==> config.mk <==
export PLATFORM = sky130hd
export DESIGN_NAME = vga_timing_pipe
export DESIGN_NICKNAME = d
export VERILOG_FILES = /design/src/rtl/vga_pkg.sv /design/src/rtl/vga_delay_line.sv /design/src/rtl/vga_timing_pipe.sv
export SDC_FILE = /design/constraint.sdc
export NUM_CORES = 1
export LEC_CHECK = 0
export CORE_MARGIN = 4
export CORE_UTILIZATION = 53
export CTS_CLUSTER_SIZE = 10
export DETAILED_ROUTE_END_ITERATION = 8
export MAX_ROUTING_LAYER = met4
export PLACE_DENSITY = 0.95
export SLEW_MARGIN = 20
export SYNTH_ARGS = -nofsm -noshare
export SYNTH_HDL_FRONTEND = slang
export SYNTH_HIERARCHICAL = 1
export SYNTH_SLANG_ARGS = --single-unit
==> constraint.sdc <==
create_clock -name vga_clock -period 6.2 [get_ports vga_clock]
set_input_delay 1.24 -clock vga_clock [delete_from_list [all_inputs] [get_ports vga_clock]]
set_output_delay 1.24 -clock vga_clock [all_outputs]
set_load 0.05 [all_outputs]
==> src/rtl/vga_pkg.sv <==
// Shared VGA timing definitions: default 640x480@60 timing, timing record and colour type.
package vga_pkg;

  localparam int unsigned DEF_H_ACTIVE = 640;
  localparam int unsigned DEF_H_FP     = 16;
  localparam int unsigned DEF_H_SYNC   = 96;
  localparam int unsigned DEF_H_BP     = 48;
  localparam int unsigned DEF_V_ACTIVE = 480;
  localparam int unsigned DEF_V_FP     = 10;
  localparam int unsigned DEF_V_SYNC   = 2;
  localparam int unsigned DEF_V_BP     = 33;

  typedef struct packed {
    logic [15:0] h_active;
    logic [15:0] h_fp;
    logic [15:0] h_sync;
    logic [15:0] h_bp;
    logic [15:0] v_active;
    logic [15:0] v_fp;
    logic [15:0] v_sync;
    logic [15:0] v_bp;
  } vga_timing_t;

  localparam vga_timing_t VGA_640X480 = '{
    h_active: 16'd640, h_fp: 16'd16, h_sync: 16'd96, h_bp: 16'd48,
    v_active: 16'd480, v_fp: 16'd10, v_sync: 16'd2,  v_bp: 16'd33
  };

  typedef logic [3:0] color_t;

  // Stage-0 control bits carried through the drawer-alignment pipeline.
  typedef struct packed {
    logic active;
    logic hs;
    logic vs;
  } sync_bundle_t;

  function automatic int unsigned line_total(input int unsigned active,
                                             input int unsigned fp,
                                             input int unsigned sync,
                                             input int unsigned bp);
    return active + fp + sync + bp;
  endfunction

endpackage

==> src/rtl/vga_delay_line.sv <==
// Fixed-depth shift register with async active-low reset; DEPTH=0 is a wire.
module vga_delay_line #(
  parameter int unsigned WIDTH = 1,
  parameter int unsigned DEPTH = 1
) (
  input  logic             clk,
  input  logic             rst_n,
  input  logic [WIDTH-1:0] din,
  output logic [WIDTH-1:0] dout
);

  generate
    if (DEPTH == 0) begin : g_pass
      assign dout = din;
    end else begin : g_shift
      logic [WIDTH-1:0] stage [DEPTH];

      // Shift din through DEPTH registers; reset clears every stage to inactive.
      always_ff @(posedge clk or negedge rst_n) begin
        if (!rst_n) begin
          for (int unsigned i = 0; i < DEPTH; i++) stage[i] <= '0;
        end else begin
          stage[0] <= din;
          for (int unsigned i = 1; i < DEPTH; i++) stage[i] <= stage[i-1];
        end
      end

      assign dout = stage[DEPTH-1];
    end
  endgenerate

endmodule

==> src/rtl/vga_timing_pipe.sv <==
// VGA output stage: timing counters, scaled drawer coordinates, sync/enable
// alignment to the drawer latency, and registered DAC outputs.
module vga_timing_pipe
  import vga_pkg::*;
#(
  parameter int unsigned H_ACTIVE       = DEF_H_ACTIVE,
  parameter int unsigned H_FP           = DEF_H_FP,
  parameter int unsigned H_SYNC         = DEF_H_SYNC,
  parameter int unsigned H_BP           = DEF_H_BP,
  parameter int unsigned V_ACTIVE       = DEF_V_ACTIVE,
  parameter int unsigned V_FP           = DEF_V_FP,
  parameter int unsigned V_SYNC         = DEF_V_SYNC,
  parameter int unsigned V_BP           = DEF_V_BP,
  parameter bit          H_POL          = 1'b0,
  parameter bit          V_POL          = 1'b0,
  parameter int unsigned SCALE_SHIFT    = 0,
  parameter int unsigned DRAW_LATENCY   = 1,
  parameter int unsigned COLOR_BITS     = 4,
  parameter int unsigned FRAME_CNT_BITS = 16
) (
  input  logic                      vga_clock,
  input  logic                      reset,
  input  logic                      force_blank,
  input  logic [COLOR_BITS-1:0]     red,
  input  logic [COLOR_BITS-1:0]     green,
  input  logic [COLOR_BITS-1:0]     blue,
  output logic [15:0]               column,
  output logic [15:0]               row,
  output logic                      pixel_active,
  output logic                      line_start,
  output logic                      frame_start,
  output logic [FRAME_CNT_BITS-1:0] frame_count,
  output logic                      hsync,
  output logic                      vsync,
  output logic [COLOR_BITS-1:0]     vga_red,
  output logic [COLOR_BITS-1:0]     vga_green,
  output logic [COLOR_BITS-1:0]     vga_blue
);

  localparam int unsigned H_TOTAL = line_total(H_ACTIVE, H_FP, H_SYNC, H_BP);
  localparam int unsigned V_TOTAL = line_total(V_ACTIVE, V_FP, V_SYNC, V_BP);

  localparam logic [15:0] H_LAST   = 16'(H_TOTAL - 1);
  localparam logic [15:0] V_LAST   = 16'(V_TOTAL - 1);
  localparam logic [15:0] H_VIS    = 16'(H_ACTIVE);
  localparam logic [15:0] V_VIS    = 16'(V_ACTIVE);
  localparam logic [15:0] HS_BEGIN = 16'(H_ACTIVE + H_FP);
  localparam logic [15:0] HS_END   = 16'(H_ACTIVE + H_FP + H_SYNC);
  localparam logic [15:0] VS_BEGIN = 16'(V_ACTIVE + V_FP);
  localparam logic [15:0] VS_END   = 16'(V_ACTIVE + V_FP + V_SYNC);

  generate
    if (SCALE_SHIFT > 3) begin : g_bad_shift
      $fatal(1, "vga_timing_pipe: SCALE_SHIFT must be 0..3");
    end
    if ((H_ACTIVE % (1 << SCALE_SHIFT)) != 0 || (V_ACTIVE % (1 << SCALE_SHIFT)) != 0) begin : g_bad_scale
      $fatal(1, "vga_timing_pipe: active area not divisible by 2**SCALE_SHIFT");
    end
    if (DRAW_LATENCY > 15) begin : g_bad_latency
      $fatal(1, "vga_timing_pipe: DRAW_LATENCY must be <= 15");
    end
    if (H_TOTAL >= 65536 || V_TOTAL >= 65536) begin : g_bad_total
      $fatal(1, "vga_timing_pipe: H_TOTAL and V_TOTAL must be < 65536");
    end
  endgenerate

  logic [15:0]  h_count;
  logic [15:0]  v_count;
  logic         h_wrap;
  logic         v_wrap;
  logic         h_vis;
  logic         v_vis;
  sync_bundle_t stage0;
  sync_bundle_t aligned;
  logic         show_color;

  // Stage-0 decode of the counters: coordinates, strobes and raw sync levels.
  always_comb begin
    h_wrap       = (h_count == H_LAST);
    v_wrap       = (v_count == V_LAST);
    h_vis        = (h_count < H_VIS);
    v_vis        = (v_count < V_VIS);
    pixel_active = h_vis && v_vis;
    column       = pixel_active ? (h_count >> SCALE_SHIFT) : '0;
    row          = pixel_active ? (v_count >> SCALE_SHIFT) : '0;
    line_start   = (h_count == '0) && v_vis;
    frame_start  = (h_count == '0) && (v_count == '0);
    stage0.active = pixel_active;
    stage0.hs     = (h_count >= HS_BEGIN) && (h_count < HS_END);
    stage0.vs     = (v_count >= VS_BEGIN) && (v_count < VS_END);
  end

  // Pixel/line counters and completed-frame counter.
  always_ff @(posedge vga_clock or negedge reset) begin
    if (!reset) begin
      h_count     <= '0;
      v_count     <= '0;
      frame_count <= '0;
    end else if (h_wrap) begin
      h_count <= '0;
      if (v_wrap) begin
        v_count     <= '0;
        frame_count <= frame_count + FRAME_CNT_BITS'(1);
      end else begin
        v_count <= v_count + 16'd1;
      end
    end else begin
      h_count <= h_count + 16'd1;
    end
  end

  vga_delay_line #(
    .WIDTH ($bits(sync_bundle_t)),
    .DEPTH (DRAW_LATENCY)
  ) u_align (
    .clk   (vga_clock),
    .rst_n (reset),
    .din   (stage0),
    .dout  (aligned)
  );

  // force_blank acts on the output register directly, not through the pipeline.
  always_comb begin
    show_color = aligned.active && !force_blank;
  end

  // Output register driving the DAC pins; reset forces inactive syncs and black.
  always_ff @(posedge vga_clock or negedge reset) begin
    if (!reset) begin
      hsync     <= ~H_POL;
      vsync     <= ~V_POL;
      vga_red   <= '0;
      vga_green <= '0;
      vga_blue  <= '0;
    end else begin
      hsync     <= aligned.hs ? H_POL : ~H_POL;
      vsync     <= aligned.vs ? V_POL : ~V_POL;
      vga_red   <= show_color ? red   : '0;
      vga_green <= show_color ? green : '0;
      vga_blue  <= show_color ? blue  : '0;
    end
  end

endmodule

# ---- Yosys cells after proc, flatten, opt, wreduce, memory -nomap -nowiden
# Index checks and enable logic that the tools add are counted.
dict set report word_totals {
  in_bits 15
  mem_bits_rw 0
  rom_bits 0
  latch_bits 0
  out_inout_bits 65
  n_memories 0
  ff_bits 65
  elab_cells 39
}
dict set report classes {
  n_shift 0
  muxes 9
  n_bitwise 0
  addsub 3
  order_cmp 6
  eq_ne 2
  mul 0
  div_mod_pow 0
  reduce_logical 10
}
# op n
set ops {}
lappend ops {{$mux W16} 4}
lappend ops {{$add A16 B1 Y16 const B} 3}
lappend ops {{$eq A16 B10 Y1 const B} 2}
lappend ops {{$logic_not A16 Y1} 2}
lappend ops {{$lt A16 B10 Y1 const B} 2}
lappend ops {{$lt A16 B9 Y1 const B} 2}
lappend ops {{$ge A16 B10 Y1 const B} 1}
lappend ops {{$ge A16 B9 Y1 const B} 1}
lappend ops {{$mux W4} 3}
lappend ops {{$logic_and A1 B1 Y1} 6}
lappend ops {{$mux W1} 2}
lappend ops {{$reduce_and A2 Y1} 1}
lappend ops {{$logic_not A1 Y1} 1}

# ---- Longest topological paths before layout
# Gate-level depths: netlist (run 1).
dict set report logic_depth {
  word_depth 3
  depth_mapped 8
  depth_no_buf 7
}

# ---- Modules after synthesis
# Netlist (run 1), hierarchy kept.
# module seq_area_each_um2 instances cells_per_inst area_each_um2
set by_module_without_submodules {}
lappend by_module_without_submodules {vga_timing_pipe 1554.0 1 299 3191.8}
lappend by_module_without_submodules {vga_delay_line 75.1 1 3 75.1}

# ---- Worst setup path after synthesis (run 1)
# No wires, ideal clock.
dict set report synth_path {
  path_type {reg-to-output}
  startpoint {reg h_count[10]}
  endpoint {out frame_start}
  path_slack_ps 2132
  n_path_buf 0
  t_arrival_ps 2828
  required_time_ps 4960
  stages_incl_launch_ff 6
  cell_sequence {dfrtp_1 nor4_4 nand2_1 nor2_1 nand4_1 nor4_1}
}
dict set report synth_via {
  elab_chain_cells 2
}
# element line_no
set synth_rtl {}
lappend synth_rtl {{start, declared} vga_timing_pipe.sv:67} ;# logic [15:0] h_count;
lappend synth_rtl {{start signal, assigned} vga_timing_pipe.sv:108} ;# h_count <= h_count + 16'd1;
lappend synth_rtl {{$logic_not A16 Y1} vga_timing_pipe.sv:87} ;# frame_start = (h_count == '0) && (v_count == '0);
lappend synth_rtl {{$logic_and A1 B1 Y1} vga_timing_pipe.sv:87}
lappend synth_rtl {{end, declared} vga_timing_pipe.sv:31} ;# output logic frame_start,
# Every way passes these cells.

# ---- Worst setup path after layout (run 1)
dict set report layout_path {
  startpoint {reg v_count[13]}
  endpoint {out column[9]}
}
dict set report layout_via {
  elab_chain_cells 3
}
# element line_no
set layout_rtl {}
lappend layout_rtl {{start, declared} vga_timing_pipe.sv:68} ;# logic [15:0] v_count;
lappend layout_rtl {{start signal, assigned} vga_timing_pipe.sv:105} ;# v_count <= v_count + 16'd1;
lappend layout_rtl {{$lt A16 B9 Y1} vga_timing_pipe.sv:82} ;# v_vis = (v_count < V_VIS);
lappend layout_rtl {{$logic_and A1 B1 Y1} vga_timing_pipe.sv:83} ;# pixel_active = h_vis && v_vis;
lappend layout_rtl {{$mux W16} vga_timing_pipe.sv:84} ;# column = pixel_active ? (h_count >> SCALE_SHIFT) : '0;
lappend layout_rtl {{end, declared} vga_timing_pipe.sv:27} ;# output logic [15:0] column,
# Every way passes these cells.

==> out/metrics.yaml, run 1 <==
run_status: "complete, no violations"
synth_sequential_area_ratio_pct: 49.9
finalMaxSlewViolations: 0
hold_path.class: "reg2reg"
finalWeightedCongestion: 0.892
die_area_um2: 7480
cts_setup_buffers: 0
async_flop_share_pct: 100
power_density_nw_per_um2: 214
tritoncts.num_buffers: 9
core_um2: 5960
synth_top_cells_by_area: "dfrtp_1 (48%), xnor2_1 (5.9%), and2_1 (5.2%)"
power.static_leakage_nw: 1.85
maxCapViolCount: 0
unrepaired_setup_endpoints_after_global_routing: "no"
reg2reg_setup_slack_ps: 3980
crit_family: "simple AND/OR/NAND/NOR gates"
sequentialPowerShare_pct: 48.6
timing.hold.worst.start: "u_align/dout[0]$_DFF_PN0_"
start_kind: "register"
max_clock_freq_mhz: 221
clk_transition_reported_paths_ps: 70
met2_wirelength_um: 3770
critPathKind: "reg2out"
setup_viol: 0
cts_tree: "built"
top_signal_layer_used: "met4"
crit_path_end_kind: "output pin"
fin_crit_ps: 4520
ctsHoldBuffers: 0
antenna_found_initial: 0
placement_rows: 28
irDropWorstVdd_uv: 135
netlist_area_um2: 3270
skew_ps: 11.6
die_h_um: 86.5
crit_chain: "nor4_2 > nand3_1 > nor3_2 > and2_1 > clkdlybuf4s50_1"
yosys.area.top_type_share_pct: 48.3
final.setup.tns_ps: 0
yosys_reg_bits: 65
clk_latency_ps: 340
grt_start_max_net_pins: 66
slew_at_the_pin_with_the_worst_max_slew_slack_ps: 791
antenna_diodes: 0
min_delay_worst_endpoint: "vsync$_DFF_PN1_"
htree_num_levels: 3
met3_length_um: 331
final_core_utilization_pct: 69.5
slew-limit-headroom_pct: 47.0
crit_buf_inv: 1
detailed_place.area_um2: 3910
ys.warnings.count: 6
r2r_path_end: "v_count[15]$_DFFE_PN0N_"
reg_to_reg_critical_path_startpoint: "h_count[0]$_DFF_PN0_"
power.share.switching_pct: 24.1
post_synth_edffs: 0
power_frac_clock_pct: 44.6
stdcell_area_um2: 4140
port_buffers: 66
post_route_cells_drive_above_1_share_pct: 11.2
dp_hpwl_um: 5030
num_io_pins: 80
dp_worst_setup_slack_ps: 1690
wirelength_met1_um: 2780
cpMaxStageDelayCell: "clkdlybuf4s50_1"
netSwitchingPower_mw: 0.213
route.antenna.remaining_nets: 0
pwr-share-comb_pct: 6.8
worstHoldPathCells: 1
finalNetCount: 391
violation_count_after_the_first_detailed_route_iteration: 158
cts_num_sinks: 65
cts_repair_resize_count: 0
synthToLayoutAreaGrowth_pct: 26.6
first_global_vias: 2520
remaining_drc_errors: 0
route.vias.total: 2439
synthFlopType: "dfrtp_1"
cells_on_worst_reg2reg_path: 6
post_drt_via_cell_ratio: 5.41
first_pass_grt_wire_length_um: 11600
drt-total-wl_um: 7030
post_drt_wl_per_cell_um: 15.6
worst-endpoint-required_ps: 4960
cts_root_buffer: "clkbuf_8"
syn-mean-instance-area_um2: 10.8
yosys.cell_types.count: 51
timing.critical_path.slowest_cell_delay_ps: 820
drt_pre_antenna_iters: 5
grt.total_usage_pct: 20.4
initial_standard_cell_utilization_of_the_core_pct: 54.9
timing.critical_path.arrival_ps: 3280
power_report.internal_total_mw: 0.670
fin_crit_sh_pct: 72.9
post-route-worst-setup-slack_ps: 1680
post-synth-top-area-cell: "dfrtp_1"
die_w_um: 86.5
critPathMaxFanout: 16
report.power.total_mw: 0.883
number_of_standard_cells_after_synthesis: 302
ctsLongestPathBuffers: 2
globalRouteOverflowTotal: 0
hold_viol_final: 0
fillCellCount: 440
## power by group through the flow
stage / registers [mW] / clock network (mW) / logic, mW
2_1_floorplan: 0.452 / 0 / 0.0268
6_report: 0.429 / 0.394 / 0.0605
3_3_place_gp: 0.437 / 0 / 0.0600
3_5_place_dp: 0.437 / 0 / 0.0609
4_1_cts: 0.429 / 0.400 / 0.0612
5_1_grt: 0.429 / 0.418 / 0.0642
## cell usage in the layout, fill, tap and decap left out, drive strengths merged, types with 5 or more instances in the layout
cell	count
and2	28
and3	7
clkbuf	9
clkdlybuf4s50	65
conb	13
dfrtp	63
ha	5
inv	8
nand2	20
nand3	20
nand4	15
nor2	21
nor3	10
nor4	13
xnor2	22
xor2	17
## state kept, by name (all words and copies together), names as in the netlist
register	flops
h_count	16
u_align/dout	3
hsync	1
frame_count	16
v_count	16
vga_blue	4
vga_green	4
vga_red	4
vsync	1
## metal layers
metal,global-route usage (%),vias to the layer above
li1,-,1148
met5,-,-
met3,3.80,16
met2,34.8,81
met4,10.3,0
met1,22.8,1194
## how the worst max path moves through the flow
stage                            start          end  cells after the start
2_1_floorplan    h_count[10]$_DFF_PN0_  frame_start                      5
3_3_place_gp     h_count[10]$_DFF_PN0_    column[4]                      5
3_5_place_dp     h_count[10]$_DFF_PN0_    column[9]                      5
4_1_cts          h_count[10]$_DFF_PN0_    column[9]                      5
5_1_grt        v_count[13]$_DFFE_PN0N_       row[3]                      5
6_report       v_count[13]$_DFFE_PN0N_    column[9]                      5
## final cells by class
type	count	area [µm²]	share of cell area, %
clock buffer	9	124	2.99
clock inverter	7	95.1	2.30
inverter	8	30.0	0.726
multi-input combinational	220	1500	36.3
sequential	65	1630	39.4
tap	75	93.8	2.27
timing repair buffer	67	663	16.0
## metrics by stage
| stage | std cells | hold slack [ps] |
|---|---|---|
| 3_3_place_gp | 435 | 341 |
| 2_1_floorplan | 314 | 337 |
| 5_1_grt | 451 | 362 |
| 6_report | 451 | 349 |
| 3_5_place_dp | 435 | 341 |
| 4_1_cts | 451 | 351 |
## Yosys cell counts, types with 2 or more instances
library cell / number
dfrtp_1: 63
and2_1: 27
xnor2_1: 22
nand2_1: 20
nand3_1: 20
nor2_1: 19
xor2_1: 17
buf_4: 13
nand4_1: 13
nor3_1: 9
inv_1: 8
nor4_1: 7
and3_1: 5
ha_1: 5
nor4_4: 4
buf_6: 3
o21ai_0: 3
and3_2: 2
and4_1: 2
buf_2: 2
clkbuf_1: 2
dfstp_2: 2
nand2b_1: 2
nand3b_1: 2
nor2_2: 2
nor2b_1: 2
nor4_2: 2
## logic make-up after synthesis
group / count (synthesis) / share of synthesized area (%)
flip-flops: 65 / 49.9
buffers and inverters: 29 / 5.71
other: 1 / 0.115
AO/OA/AOI/OAI: 11 / 2.34
XOR/XNOR: 39 / 10.5
AND/OR/NAND/NOR: 150 / 29.0
adder cells (fa/ha/maj): 5 / 1.91
multiplexers: 2 / 0.651
Power figures use the tool's default switching activity.
==> run 2: changes to the inputs <==
--- a/config.mk
+++ b/config.mk
@@ -6,11 +6,11 @@
 export NUM_CORES = 1
 export LEC_CHECK = 0
 export CORE_MARGIN = 4
-export CORE_UTILIZATION = 53
+export CORE_UTILIZATION = 50
 export CTS_CLUSTER_SIZE = 10
 export DETAILED_ROUTE_END_ITERATION = 8
 export MAX_ROUTING_LAYER = met4
-export PLACE_DENSITY = 0.95
+export PLACE_DENSITY = 0.92
 export SLEW_MARGIN = 20
 export SYNTH_ARGS = -nofsm -noshare
 export SYNTH_HDL_FRONTEND = slang
==> constraint.sdc (replaced) <==
create_clock -name vga_clock -period 4.2 [get_ports vga_clock]
set_input_delay 0.84 -clock vga_clock [delete_from_list [all_inputs] [get_ports vga_clock]]
set_output_delay 0.84 -clock vga_clock [all_outputs]
set_load 0.05 [all_outputs]
==> run 2 against run 1 <==
Effect of this change:
- clock skew grew 4.9 ps
- combinational power is 47% higher
- clock power up 69%
- sequential share of layout area down 0.24 points
- sequential power grew 48%
- power rose by 57%
- critical path depth rose by 1
- via count increased by 0.98%
==> out/metrics.yaml, run 2 (synthesis results as in run 1) <==
clk_transition_reported_paths_ps: 70  # about the same
setup_viol: 0  # unchanged
commonest_cells_after_routing_fill_and_taps_aside: "dfrtp_1 (63), clkdlybuf4s50_1 (58), and2_1 (27)"  # was clkdlybuf4s50_1 (65), dfrtp_1 (63), and2_1 (27)
crit_chain: "nor4_4 > nand2_1 > nor2_1 > nand4_1 > nor4_1 > clkdlybuf4s50_1"  # was nor4_2 > nand3_1 > nor3_2 > and2_1 > clkdlybuf4s50_1
timing.critical_path.slowest_cell_delay_ps: 870  # was 820 ps
dp_hpwl_um: 5050  # was 5030 µm
htree_num_levels: 3  # unchanged
critPathKind: "reg2out"  # unchanged
start_kind: "register"  # unchanged
grt_start_max_net_pins: 49  # was 66
post-route-worst-setup-slack_ps: 305  # was 1680 ps
finalWeightedCongestion: 0.895  # was 0.892
port_buffers: 66  # unchanged
cts_repair_resize_count: 0  # unchanged
reg2reg_setup_slack_ps: 1930  # was 3980 ps
grt.total_usage_pct: 20.2  # was 20.4%
dp_worst_setup_slack_ps: 701  # was 1690 ps
synthToLayoutAreaGrowth_pct: 27.4  # was 26.6%
route.vias.total: 2463  # was 2439
max_clock_freq_mhz: 257
irDropWorstVdd_uv: 225  # was 135 µV
clk_latency_ps: 330  # was 340 ps
slew-limit-headroom_pct: 60.5  # was 47.0%
finalMaxSlewViolations: 0  # unchanged
critPathMaxFanout: 8  # was 16
biggestRegsByFlops: "frame_count x16, h_count x16, v_count x16"  # unchanged
skew_ps: 16.5  # was 11.6 ps
cpMaxStageDelayCell: "clkdlybuf4s50_1"  # unchanged
final.setup.tns_ps: 0  # unchanged
finalNetCount: 392  # was 391
hold-worst-slack_ps: 352  # was 349 ps
globalRouteOverflowTotal: 0  # unchanged
worstHoldPathCells: 1  # unchanged
timing.hold.worst.start: "u_align/dout[0]$_DFF_PN0_"  # unchanged
crit_buf_inv: 1  # unchanged
mostFrequentLayoutCell: "dfrtp_1"  # was clkdlybuf4s50_1
cts_setup_buffers: 0  # unchanged
drt_pre_antenna_iters: 5  # unchanged
crit_path_end_kind: "output pin"  # unchanged
route.antenna.remaining_nets: 0  # unchanged
fin_crit_sh_pct: 92.7
post_drt_wl_per_cell_um: 15.5  # was 15.6 µm
stdcell_area_um2: 4160  # was 4140 µm²
cells_on_worst_reg2reg_path: 7  # was 6
drt-total-wl_um: 7060  # was 7030 µm
min_delay_worst_endpoint: "vsync$_DFF_PN1_"  # unchanged
core_um2: 6350  # was 5960 µm²
timing.critical_path.arrival_ps: 3060  # was 3280 ps
slew_at_the_pin_with_the_worst_max_slew_slack_ps: 592  # was 791 ps
fin_crit_ps: 3900
die_area_um2: 7890  # was 7480 µm²
die_w_um: 88.8  # was 86.5 µm
hold_viol_final: 0  # unchanged
hold_path.class: "reg2reg"  # unchanged
reg_to_reg_critical_path_startpoint: "v_count[1]$_DFFE_PN0N_"  # was h_count[0]$_DFF_PN0_
ctsHoldBuffers: 0  # unchanged
die_h_um: 88.8  # was 86.5 µm
post_route_cells_drive_above_1_share_pct: 12.7  # was 11.2%
initial_standard_cell_utilization_of_the_core_pct: 51.4  # was 54.9%
maxCapViolCount: 0  # unchanged
tritoncts.num_buffers: 9  # unchanged
unrepaired_setup_endpoints_after_global_routing: "no"  # unchanged
ctsLongestPathBuffers: 2  # unchanged
antenna_diodes: 0  # unchanged
num_io_pins: 80  # unchanged
post_drt_via_cell_ratio: 5.43  # was 5.41
first_global_vias: 2528  # was 2520
instances_no_fill: 454  # was 451
remaining_drc_errors: 0  # unchanged
r2r_path_end: "frame_count[8]$_DFFE_PN0P_"  # was v_count[15]$_DFFE_PN0N_
detailed_place.area_um2: 3910  # about the same
crit_cells: 6  # was 5
worst-endpoint-required_ps: 3360  # was 4960 ps
run_status: "complete, no violations"  # unchanged
crit_family: "simple AND/OR/NAND/NOR gates"  # unchanged
power_density_nw_per_um2: 333  # was 214 nW/µm²
first_pass_grt_wire_length_um: 12000  # was 11600 µm
placement_rows: 29  # was 28
power.static_leakage_nw: 1.89  # was 1.85 nW
cts_tree: "built"  # unchanged
antenna_found_initial: 0  # unchanged
placed_cells: 438  # was 435
cts_num_sinks: 65  # unchanged
cts_root_buffer: "clkbuf_8"  # unchanged
violation_count_after_the_first_detailed_route_iteration: 109  # was 158
## run 2: cell types whose count changed in the layout (fill, tap and decap cells not counted), moves of 2 or more
cell,delta
buf_4,+9
clkbuf_8,+2
clkinv_2,-2
clkdlybuf4s50_1,-7
## run 2: worst max-delay path by stage
stage,from,endpoint
2_1_floorplan,h_count[10]$_DFF_PN0_,frame_start
3_3_place_gp,h_count[10]$_DFF_PN0_,frame_start
3_5_place_dp,h_count[10]$_DFF_PN0_,frame_start
4_1_cts,h_count[10]$_DFF_PN0_,frame_start
5_1_grt,h_count[10]$_DFF_PN0_,frame_start
6_report,h_count[10]$_DFF_PN0_,frame_start
## run 2: layout make-up
type	count	area [µm²]
clock buffers	12	155
clock inverters	4	98.8
flip-flops and latches	65	1630
inverters	8	30.0
fillers	476	2190
well taps	77	96.3
multi-input cells	220	1500
repair buffers	68	656
## run 2: layer usage
metal,up-vias,GRT usage (%),part of all wire [%]
met5,-,-,0
met4,0,8.24,2.3
met3,19,4.00,6.3
met2,110,32.7,51
met1,1185,24.8,40
li1,1149,-,-
## run 2: worst register-to-register path, cell delays in order (launching register included)
cell and delay (ps):
dfrtp_1 430, inv_1 120, ha_1 180, nor4b_2 240
nand4_2 280, or2_1 460, nor3_1 310, xor2_1 190
## run 2: power breakdown
group / leakage, nW / total (mW) / internal, mW / switching (mW)
clock: 0.127 / 0.665 / 0.428 / 0.237
combinational: 0.891 / 0.0891 / 0.0242 / 0.0649
sequential: 0.869 / 0.633 / 0.632 / 0.00147
total: 1.89 / 1.39 / 1.08 / 0.303
## run 2: metrics by stage
step                      util, %  total power [mW]
after CTS                    65.5              1.40
after floorplan                 -             0.706
after global routing         65.5              1.43
after global placement       61.5             0.733
after detailed placement     61.5             0.735
final                        65.5              1.39
